### config.mk
export PLATFORM = sky130hd
export DESIGN_NAME = gpr_banked_mp_flat
export DESIGN_NICKNAME = d
export VERILOG_FILES = /design/src/rtl/gpr_banked_mp_pkg.sv /design/src/rtl/gpr_banked_mp_if.sv /design/src/rtl/gpr_bypass_mux.sv /design/src/rtl/gpr_banked_mp.sv /design/src/flat_wrapper.sv
export SDC_FILE = /design/constraint.sdc
export NUM_CORES = 2
export LEC_CHECK = 0
export CAP_MARGIN = 20
export CELL_PAD_IN_SITES_DETAIL_PLACEMENT = 0
export CELL_PAD_IN_SITES_GLOBAL_PLACEMENT = 2
export CORE_MARGIN = 10
export CORE_UTILIZATION = 40
export CTS_CLUSTER_SIZE = 25
export DETAILED_ROUTE_END_ITERATION = 12
export PLACE_DENSITY_LB_ADDON = 0.1
export SLEW_MARGIN = 5
export SYNTH_ARGS = -nofsm -noshare
export SYNTH_HDL_FRONTEND = slang
export SYNTH_HIERARCHICAL = 1
export SYNTH_SLANG_ARGS = --single-unit
### constraint.sdc
create_clock -name clk -period 7.6 [get_ports clk]
set_input_delay 1.9 -clock clk [delete_from_list [all_inputs] [get_ports clk]]
set_output_delay 1.9 -clock clk [all_outputs]
set_load 0.05 [all_outputs]
### src/rtl/gpr_banked_mp_pkg.sv
// Shared definitions for the banked register file and the CSR file.
// Contents: bank-select width helper, bank-switch FSM encoding and the
// byte-merge function used by the write path and the read bypass.
package gpr_banked_mp_pkg;

  // Bank-switch FSM encoding. Plain constants keep the encoding stable for
  // legacy blocks that decode the state directly.
  typedef logic [1:0] bank_fsm_t;
  localparam bank_fsm_t ST_IDLE   = 2'd0;
  localparam bank_fsm_t ST_DRAIN  = 2'd1;
  localparam bank_fsm_t ST_SWITCH = 2'd2;

  // Widest word the byte-merge helper handles; callers zero-extend into it
  // and truncate the result back to their own width.
  localparam int MERGE_W  = 256;
  localparam int MERGE_BE = MERGE_W / 8;

  // A single bank still needs a one-bit select so ports never go zero-width.
  function automatic int calc_bank_w(input int num_bank);
    if (num_bank > 1) return $clog2(num_bank);
    return 1;
  endfunction

  // Replace the bytes of old_v whose enable is set with the bytes of new_v.
  function automatic logic [MERGE_W-1:0] byte_merge(input logic [MERGE_W-1:0]  old_v,
                                                    input logic [MERGE_W-1:0]  new_v,
                                                    input logic [MERGE_BE-1:0] be);
    logic [MERGE_W-1:0] r;
    r = old_v;
    for (int b = 0; b < MERGE_BE; b++) begin
      if (be[b]) r[b*8 +: 8] = new_v[b*8 +: 8];
    end
    return r;
  endfunction

endpackage

### src/rtl/gpr_banked_mp_if.sv
// Register-file bus: read ports, writeback port, scoreboard issue and the
// bank-switch handshake.
// master: decode/writeback/control side; slave: the register file.
interface gpr_banked_mp_if #(
  parameter int DATA_W = 32,
  parameter int ADDR_W = 5,
  parameter int NUM_RD = 2,
  parameter int BANK_W = 1
);
  // read ports, port k at [k*W +: W]
  logic [NUM_RD*ADDR_W-1:0] rd_addr;
  logic [NUM_RD*DATA_W-1:0] rd_data;
  logic [NUM_RD-1:0]        rd_busy;
  // writeback
  logic                     we;
  logic [ADDR_W-1:0]        wr_addr;
  logic [DATA_W/8-1:0]      wr_be;
  logic [DATA_W-1:0]        wr_data;
  // scoreboard issue
  logic                     sb_set;
  logic [ADDR_W-1:0]        sb_addr;
  logic                     sb_ready;
  logic                     sb_err;
  // bank switch
  logic                     bank_req;
  logic [BANK_W-1:0]        bank_id;
  logic                     bank_ack;
  logic [BANK_W-1:0]        cur_bank;

  modport master (
    output rd_addr, we, wr_addr, wr_be, wr_data, sb_set, sb_addr, bank_req, bank_id,
    input  rd_data, rd_busy, sb_ready, sb_err, bank_ack, cur_bank
  );

  modport slave (
    input  rd_addr, we, wr_addr, wr_be, wr_data, sb_set, sb_addr, bank_req, bank_id,
    output rd_data, rd_busy, sb_ready, sb_err, bank_ack, cur_bank
  );
endinterface

### src/rtl/gpr_bypass_mux.sv
// One read port: write-to-read byte-merged bypass, zero-register forcing and
// scoreboard lookup. Purely combinational, zero latency, no backpressure.
// Ports: rd_addr_i/stored_i/busy_i from the storage, we/wr_* from writeback,
//        rd_data_o/rd_busy_o to decode.
module gpr_bypass_mux
  import gpr_banked_mp_pkg::*;
#(
  parameter int DATA_W   = 32,
  parameter int ADDR_W   = 5,
  parameter int ZERO_REG = 1
) (
  input  logic [ADDR_W-1:0]      rd_addr_i,
  input  logic [DATA_W-1:0]      stored_i,
  input  logic [2**ADDR_W-1:0]   busy_i,
  input  logic                   we_i,
  input  logic [ADDR_W-1:0]      wr_addr_i,
  input  logic [DATA_W/8-1:0]    wr_be_i,
  input  logic [DATA_W-1:0]      wr_data_i,
  output logic [DATA_W-1:0]      rd_data_o,
  output logic                   rd_busy_o
);

  logic              is_zero;
  logic              hit;
  logic [DATA_W-1:0] merged;

  assign is_zero = (ZERO_REG != 0) && (rd_addr_i == '0);
  assign hit     = we_i && (wr_addr_i == rd_addr_i);
  assign merged  = DATA_W'(byte_merge(MERGE_W'(stored_i), MERGE_W'(wr_data_i),
                                      MERGE_BE'(wr_be_i)));

  // Busy comes from the registered scoreboard only; a same-cycle writeback
  // clears it at the edge, not in the read path.
  always_comb begin
    rd_data_o = stored_i;
    rd_busy_o = busy_i[rd_addr_i];
    if (hit) rd_data_o = merged;
    if (is_zero) begin
      rd_data_o = '0;
      rd_busy_o = 1'b0;
    end
  end

endmodule

### src/rtl/gpr_banked_mp.sv
// Banked GPR file with byte-enable writeback, optional hardwired r0, per-register
// busy scoreboard and a drain-then-switch bank handshake.
// Latency: reads combinational; writes/scoreboard at the next edge; switch >= 2 cycles.
// Backpressure: sb_ready drops while a switch drains/completes; issue must hold sb_set.
// Ports: clk, reset (sync, active-high), bus (slave modport of gpr_banked_mp_if).
module gpr_banked_mp
  import gpr_banked_mp_pkg::*;
#(
  parameter int DATA_W   = 32,
  parameter int ADDR_W   = 5,
  parameter int NUM_RD   = 2,
  parameter int NUM_BANK = 2,
  parameter int ZERO_REG = 1
) (
  input  logic            clk,
  input  logic            reset,
  gpr_banked_mp_if.slave  bus
);

  localparam int BANK_W = calc_bank_w(NUM_BANK);
  localparam int NREG   = 2**ADDR_W;

  logic [DATA_W-1:0] regs_q [NUM_BANK][NREG];
  logic [NREG-1:0]   busy_q, busy_d;
  bank_fsm_t         state_q, state_d;
  logic [BANK_W-1:0] bank_q, bank_d;
  logic [BANK_W-1:0] tgt_q, tgt_d;
  logic              sb_err_q, sb_err_d;

  logic              wr_ok;
  logic              set_ok;
  logic              sb_ready;
  logic              tgt_ok;
  logic [DATA_W-1:0] wr_merged;

  // Writes to a hardwired r0 are dropped, including their busy clear.
  assign wr_ok    = bus.we && !((ZERO_REG != 0) && (bus.wr_addr == '0));
  assign sb_ready = (state_q == ST_IDLE);
  assign set_ok   = bus.sb_set && sb_ready && !((ZERO_REG != 0) && (bus.sb_addr == '0));

  assign wr_merged = DATA_W'(byte_merge(MERGE_W'(regs_q[bank_q][bus.wr_addr]),
                                        MERGE_W'(bus.wr_data), MERGE_BE'(bus.wr_be)));

  // Out-of-range targets complete the handshake but leave the bank alone.
  generate
    if ((1 << BANK_W) == NUM_BANK) begin : g_tgt_pow2
      assign tgt_ok = 1'b1;
    end else begin : g_tgt_range
      assign tgt_ok = (int'(tgt_q) < NUM_BANK);
    end
  endgenerate

  // Scoreboard: clear first, then set, so a same-address issue wins over the
  // older writeback. An error needs the bit to stay busy across the edge.
  always_comb begin
    busy_d   = busy_q;
    sb_err_d = sb_err_q;
    if (wr_ok) busy_d[bus.wr_addr] = 1'b0;
    if (set_ok) begin
      if (busy_q[bus.sb_addr] && !(wr_ok && (bus.wr_addr == bus.sb_addr)))
        sb_err_d = 1'b1;
      busy_d[bus.sb_addr] = 1'b1;
    end
  end

  // Bank switch. DRAIN looks at busy_d so the writeback that empties the
  // scoreboard moves straight to SWITCH on the same edge.
  always_comb begin
    state_d = state_q;
    tgt_d   = tgt_q;
    bank_d  = bank_q;
    case (state_q)
      ST_IDLE: begin
        if (bus.bank_req) begin
          tgt_d   = bus.bank_id;
          state_d = ST_DRAIN;
        end
      end
      ST_DRAIN: begin
        if (busy_d == '0) state_d = ST_SWITCH;
      end
      ST_SWITCH: begin
        if (tgt_ok) bank_d = tgt_q;
        state_d = ST_IDLE;
      end
      default: state_d = ST_IDLE;
    endcase
  end

  always_ff @(posedge clk) begin
    if (reset) begin
      for (int b = 0; b < NUM_BANK; b++) begin
        for (int r = 0; r < NREG; r++) begin
          regs_q[b][r] <= '0;
        end
      end
      busy_q   <= '0;
      state_q  <= ST_IDLE;
      bank_q   <= '0;
      tgt_q    <= '0;
      sb_err_q <= 1'b0;
    end else begin
      if (wr_ok) regs_q[bank_q][bus.wr_addr] <= wr_merged;
      busy_q   <= busy_d;
      state_q  <= state_d;
      bank_q   <= bank_d;
      tgt_q    <= tgt_d;
      sb_err_q <= sb_err_d;
    end
  end

  assign bus.sb_ready = sb_ready;
  assign bus.sb_err   = sb_err_q;
  assign bus.bank_ack = (state_q == ST_SWITCH);
  assign bus.cur_bank = bank_q;

  // Read ports
  logic [DATA_W-1:0] stored_a  [NUM_RD];
  logic [DATA_W-1:0] rd_data_a [NUM_RD];
  logic              rd_busy_a [NUM_RD];

  generate
    for (genvar k = 0; k < NUM_RD; k++) begin : g_rd
      assign stored_a[k] = regs_q[bank_q][bus.rd_addr[k*ADDR_W +: ADDR_W]];

      gpr_bypass_mux #(
        .DATA_W   (DATA_W),
        .ADDR_W   (ADDR_W),
        .ZERO_REG (ZERO_REG)
      ) u_mux (
        .rd_addr_i (bus.rd_addr[k*ADDR_W +: ADDR_W]),
        .stored_i  (stored_a[k]),
        .busy_i    (busy_q),
        .we_i      (bus.we),
        .wr_addr_i (bus.wr_addr),
        .wr_be_i   (bus.wr_be),
        .wr_data_i (bus.wr_data),
        .rd_data_o (rd_data_a[k]),
        .rd_busy_o (rd_busy_a[k])
      );
    end
  endgenerate

  always_comb begin
    bus.rd_data = '0;
    bus.rd_busy = '0;
    for (int k = 0; k < NUM_RD; k++) begin
      bus.rd_data[k*DATA_W +: DATA_W] = rd_data_a[k];
      bus.rd_busy[k]                  = rd_busy_a[k];
    end
  end

endmodule
### src/flat_wrapper.sv
// flat-port wrapper written by rule: the top's interface ports become plain ports
module gpr_banked_mp_flat import gpr_banked_mp_pkg::*;
#(
  parameter int DATA_W   = 32,
  parameter int ADDR_W   = 5,
  parameter int NUM_RD   = 2,
  parameter int NUM_BANK = 2,
  parameter int ZERO_REG = 1
)
  (clk, reset, bus_rd_addr, bus_we, bus_wr_addr, bus_wr_be, bus_wr_data, bus_sb_set, bus_sb_addr, bus_bank_req, bus_bank_id, bus_rd_data, bus_rd_busy, bus_sb_ready, bus_sb_err, bus_bank_ack, bus_cur_bank);
  gpr_banked_mp_if #(.DATA_W(DATA_W), .ADDR_W(ADDR_W), .NUM_RD(NUM_RD)) bus_i ();
  input  logic clk;
  input  logic reset;
  input wire logic [$bits(bus_i.rd_addr)-1:0] bus_rd_addr;
  input wire logic [$bits(bus_i.we)-1:0] bus_we;
  input wire logic [$bits(bus_i.wr_addr)-1:0] bus_wr_addr;
  input wire logic [$bits(bus_i.wr_be)-1:0] bus_wr_be;
  input wire logic [$bits(bus_i.wr_data)-1:0] bus_wr_data;
  input wire logic [$bits(bus_i.sb_set)-1:0] bus_sb_set;
  input wire logic [$bits(bus_i.sb_addr)-1:0] bus_sb_addr;
  input wire logic [$bits(bus_i.bank_req)-1:0] bus_bank_req;
  input wire logic [$bits(bus_i.bank_id)-1:0] bus_bank_id;
  output wire logic [$bits(bus_i.rd_data)-1:0] bus_rd_data;
  output wire logic [$bits(bus_i.rd_busy)-1:0] bus_rd_busy;
  output wire logic [$bits(bus_i.sb_ready)-1:0] bus_sb_ready;
  output wire logic [$bits(bus_i.sb_err)-1:0] bus_sb_err;
  output wire logic [$bits(bus_i.bank_ack)-1:0] bus_bank_ack;
  output wire logic [$bits(bus_i.cur_bank)-1:0] bus_cur_bank;
  assign bus_i.rd_addr = bus_rd_addr;
  assign bus_i.we = bus_we;
  assign bus_i.wr_addr = bus_wr_addr;
  assign bus_i.wr_be = bus_wr_be;
  assign bus_i.wr_data = bus_wr_data;
  assign bus_i.sb_set = bus_sb_set;
  assign bus_i.sb_addr = bus_sb_addr;
  assign bus_i.bank_req = bus_bank_req;
  assign bus_i.bank_id = bus_bank_id;
  assign bus_rd_data = bus_i.rd_data;
  assign bus_rd_busy = bus_i.rd_busy;
  assign bus_sb_ready = bus_i.sb_ready;
  assign bus_sb_err = bus_i.sb_err;
  assign bus_bank_ack = bus_i.bank_ack;
  assign bus_cur_bank = bus_i.cur_bank;
  gpr_banked_mp #(.DATA_W(DATA_W), .ADDR_W(ADDR_W), .NUM_RD(NUM_RD), .NUM_BANK(NUM_BANK), .ZERO_REG(ZERO_REG)) u_core (.clk(clk), .reset(reset), .bus(bus_i));
endmodule
### After elaboration in Yosys (flattened, before gate mapping)

Memory sizes are Yosys's and may differ from the RTL's. A register that Yosys moved wholly into a read port is not among the register bits.
Cells that the tools add are included.

* latch bits: 0
* bits in writable memories: 2048
* input port bits: 62
* bits in read-only memories: 0
* memories kept: 1
* flip-flop bits (word level): 37
* output and inout bits: 70

Memories
* u_core.regs_q: words 2, width 1024, rd ports 1, clocked after Yosys merged registers in 1, write ports 2, line gpr_banked_mp.sv:23 `logic [DATA_W-1:0] regs_q [NUM_BANK][NREG];`

* equality and inequality tests: 7
* reduce and logical (&&, ||, !) cells: 23
* $lt $le $gt $ge: 10
* div/mod/pow operators: 0
* bitwise operators: 6
* multipliers: 0
* add/subtract/negate cells: 0
* muxes and demuxes: 54
* shifts and indexed selects: 0

Operators by type and width (number)
* $mux W1024: 3
* $reduce_or A1024 Y1: 1
* $bmux W32 S5: 3
* $mux W32: 13
* $demux W32 S5: 1
* $mux W8: 12
* $and A32 B32 Y32: 1
* $logic_not A32 Y1: 1
* $not A32 Y32: 1
* $or A32 B32 Y32: 1
* $lt A5 B6 Y1 const B: 4
* $logic_not A5 Y1: 4
* $ge A6 B6 Y1 const B: 3
* $not A5 Y6: 3
* $bmux W1 S5: 3
* $eq A5 B5 Y1: 3
* $mux W1: 14
* $demux W1 S5: 2
* $ge A5 B1 Y1 const B: 2
* $logic_and A1 B1 Y1: 10
* $lt A6 B1 Y1 const B: 1
* $reduce_and A2 Y1: 3
* $mux W2: 2
* $pmux W2 S2: 1
* other kinds (6): 8

### Depth between registers and ports, before layout

* depth in word-level cells: 12
* mapped depth: 15

### Modules after synthesis

Netlist, hierarchy kept.

By module, submodules not included
* gpr_banked_mp: cells an instance 7272, instances 1, area each 117027.2 sq um
* gpr_bypass_mux: cells an instance 157, instances 2, area each 1031.0 sq um

### Least setup slack after synthesis

Ideal clock, no wire load.

* path kind: input-to-output
* start: in bus_rd_addr[6]
* end: out bus_rd_data[63]
* arrival time: 4.711 ns
* stages on the path: 10
* setup slack: 0.989 ns
* required time: 5.700 ns
* cells stage by stage: buf_2 -> buf_2 -> buf_1 -> clkbuf_1 -> mux4_2 -> mux2i_1 -> nor2_1 -> a211oi_1 -> nand2_1 -> mux2i_1

RTL lines
* start: declaration: line flat_wrapper.sv:14 `input wire logic [$bits(bus_i.rd_addr)-1:0] bus_rd_addr;`
* end: declaration: line flat_wrapper.sv:23 `output wire logic [$bits(bus_i.rd_data)-1:0] bus_rd_data;`

==> qor.yml <==
clock_network:
  htreeDepth: 4
  insertion_delay_ns: 0.97
  cts_hold_buf: 0
  postCtsSetupRepairBufs: 0
  cts-resized-gates: 0
  cts_sinks: 2086
  path_clk_slew_ns: 0.06
  cts_tree: "done"
  root_buffer: "clkbuf_16"
  cts-buffers-inserted: 243
  clock_path_buffers: 4
routing:
  ant_nets: 0
  drt_iter0_markers: 16700
  wl_per_cell_um: 52.0
  dr.pass1.iters: 9
  viasPerCell: 7.44
  drc: 0
  wl_mm: 627
  vias: 89600
sta:
  rsz0062_at_grt: "no"
  period_needed_ns: 7.75
  slew_viol_final: 0
  fin_ws_ns: -0.153
  final-setup-viol-count: 3
  final_hold_viol_count: 0
  fin_skew_ns: 0.0415
  fin_tns_setup_ns: -0.264
  fin_crit_sh_pct: 102
  clock.fmax_mhz: 129
  max_slew_margin_pct: 12.8
  worstMarginPinSlew_ns: 1.31
yosys:
  synth_mux_area_share_pct: 32.9
  synth_top_area_cell: "edfxtp_1"
  synth-xor-area-share_pct: 0.110
  yosysWarningCount: 6
  synthTopCellsByArea: "edfxtp_1, mux4_2, mux2i_1, nor2_1, clkbuf_1"
  synth_compound_area_share_pct: 4.25
  synth_top_family_by_area: "multiplexers"
  syn_inst: 7586
  async_flop_share_pct: 0
  synth_area_um2: 119000
  synth_ff_type: "edfxtp_1"
  synth_seq_cells: 2086
  synth_edf_count: 2048
  yosys.area.top_type_share_pct: 51.6
  synth_fa_ha_area_share_pct: 0
  avgSynthCellArea_um2: 15.7
  ys_seq_area_share_pct: 52.3
  synth.distinct_cells: 93
  synth_simple_gate_area_share_pct: 6.68
finish:
  syn_to_final_growth_pct: 15.6
  drive_gt1_share_pct: 34.7
  fin_nets: 7918
  multi_input_area_um2: 53900
  final_util_pct: 46.4
  final_cells: 12100
  regArea_um2: 62300
  fill_cells: 25700
power_and_ir_drop:
  seqPwrFrac_pct: 44.6
  switchingPower_mw: 8.65
  power_frac_comb_pct: 15.3
  internal-power_mw: 22.1
  power.leakage_nw: 45.9
  p_clk_share_pct: 40.2
  switching_share_pct: 28.2
  power_density_nw_per_um2: 223
  peakVddDrop_mv: 0.196
critical_path:
  critPathMaxFanout: 63
  worstPathCellList: "buf_12, mux4_2, mux4_2, a22oi_1, o221ai_1, nand2_1, mux2i_1, buf_12"
  worstSetupPathType: "flop to output port"
  critPathRequiredTime_ns: 5.70
  arrival_ns: 5.85
  crit_path_top_delay_cell: "dfxtp_4"
  slowest_delay_ns: 1.08
  r2r_slack_ns: 2.66
  startpoint_type: "flop"
  end_kind: "output port"
hold_path:
  hp-class: "flop to flop"
run:
  max_cap_viol_count: 0
outcome:
  violations: "negative setup slack"
  status: "complete, but fails checks"
placement:
  gp_congestion: 0.953
  hpwl_mm: 392
  io_buffer_count: 131
  place_inst: 11500
  place_ws_ns: 0.177
global_routing:
  grt_pass1_wl_mm: 814
  antenna_found_initial: 77
  gr-usage-all-layers_pct: 38.2
  grt_pass1_vias: 83600
  grt_start_max_net_pins: 96
  grt.overflow.total: 0
floorplan:
  num_rows: 200
  io_pins: 132
  start_util_pct: 40.2
  die_w_um: 566
  die_area_um2: 320000
  die_h_um: 566
  core_um2: 297000
power groups by stage:
stage          logic, mW  clock network, mW  registers (mW)
3_5_place_dp        4.51                  0            13.9
3_3_place_gp        4.51                  0            13.9
4_1_cts             4.52               12.4            13.7
5_1_grt             4.66               12.8            13.7
6_report            4.69               12.3            13.7
2_1_floorplan       2.22                  0            13.8
final cells by class:
cell class                      instances  area share [%]
Clock buffer                          288            4.67
Sequential cell                      2086            45.2
Inverter                               36           0.104
Multi-Input combinational cell       4739            39.2
Clock inverter                        156            1.23
Tap cell                             3939            3.58
Timing Repair Buffer                  750            5.89
Antenna cell                           62           0.113
critical path: cells and delay by family (launching register included):
| kind | cells | cell delay, ns |
|---|---|---|
| AO/OA/AOI/OAI | 2 | 1.53 |
| buffers and inverters | 2 | 0.61 |
| flip-flops | 1 | 1.08 |
| multiplexers | 3 | 1.22 |
| AND/OR/NAND/NOR | 1 | 0.26 |
worst paths after layout:
path / start / end / cells after the start
setup reg to reg: flop / u_core/regs_q[1][192]$_DFFE_PP_ / 11
hold reg to reg: u_core/tgt_q$_SDFFE_PP0P_ / u_core/tgt_q$_SDFFE_PP0P_ / 2
setup / recovery: flop / bus_rd_data[8] / 8
hold / removal: u_core/tgt_q$_SDFFE_PP0P_ / u_core/tgt_q$_SDFFE_PP0P_ / 2
sequential cells by signal, summed over array words and instances, names as in the netlist, named ones only:
signal and flops:
u_core/regs_q 2048, u_core/tgt_q 1, u_core/bus.sb_err 1, u_core/state_q 2
u_core/busy_q 32, u_core/bus.cur_bank 1
metrics by stage:
| stage | hold WS (ns) | area, um^2 | power, mW |
|---|---|---|---|
| 6_report | 0.465 | 138000 | 30.7 |
| 2_1_floorplan | 0.436 | 119000 | 16.0 |
| 5_1_grt | 0.481 | 138000 | 31.3 |
| 3_5_place_dp | 0.452 | 129000 | 18.4 |
| 4_1_cts | 0.464 | 137000 | 30.6 |
| 3_3_place_gp | 0.449 | 129000 | 18.4 |
logic make-up (layout without fill, tap and decap cells):
family	after synthesis	after routing
multiplexers	2110	2110
flip-flops	2086	2086
other	1	126
buffers and inverters	824	1230
XOR/XNOR	15	15
AO/OA/AOI/OAI	723	723
AND/OR/NAND/NOR	1827	1827
cell usage in the layout (no fill, tap or decap), drive strengths merged, types with 42 or more instances in the layout:
master / count
inv: 42
clkinv: 99
mux2i: 591
a21oi: 91
nor3: 58
conb: 64
buf: 700
mux4: 1435
nand2: 343
o22ai: 114
a22oi: 163
clkbuf: 288
nor2b: 55
diode: 62
o21ai: 88
nand3: 107
nor2: 1068
mux2: 84
a211oi: 50
clkdlybuf4s50: 50
edfxtp: 2048
cells in the mapped netlist, types with 91 or more instances:
cell,count
a21oi_1,91
a22oi_1,163
buf_2,206
buf_6,98
clkbuf_1,362
edfxtp_1,2048
mux2i_1,591
mux4_2,1434
nand2_1,343
nand3_1,99
nor2_1,1068
o22ai_1,114
per-layer routing:
metal	part of all wire (%)	track usage, %
met1	36	50.2
met4	7.4	24.1
met3	15	15.3
met5	0.12	0.918
met2	41	52.6
No activity file was read; power rests on OpenSTA's default activity.
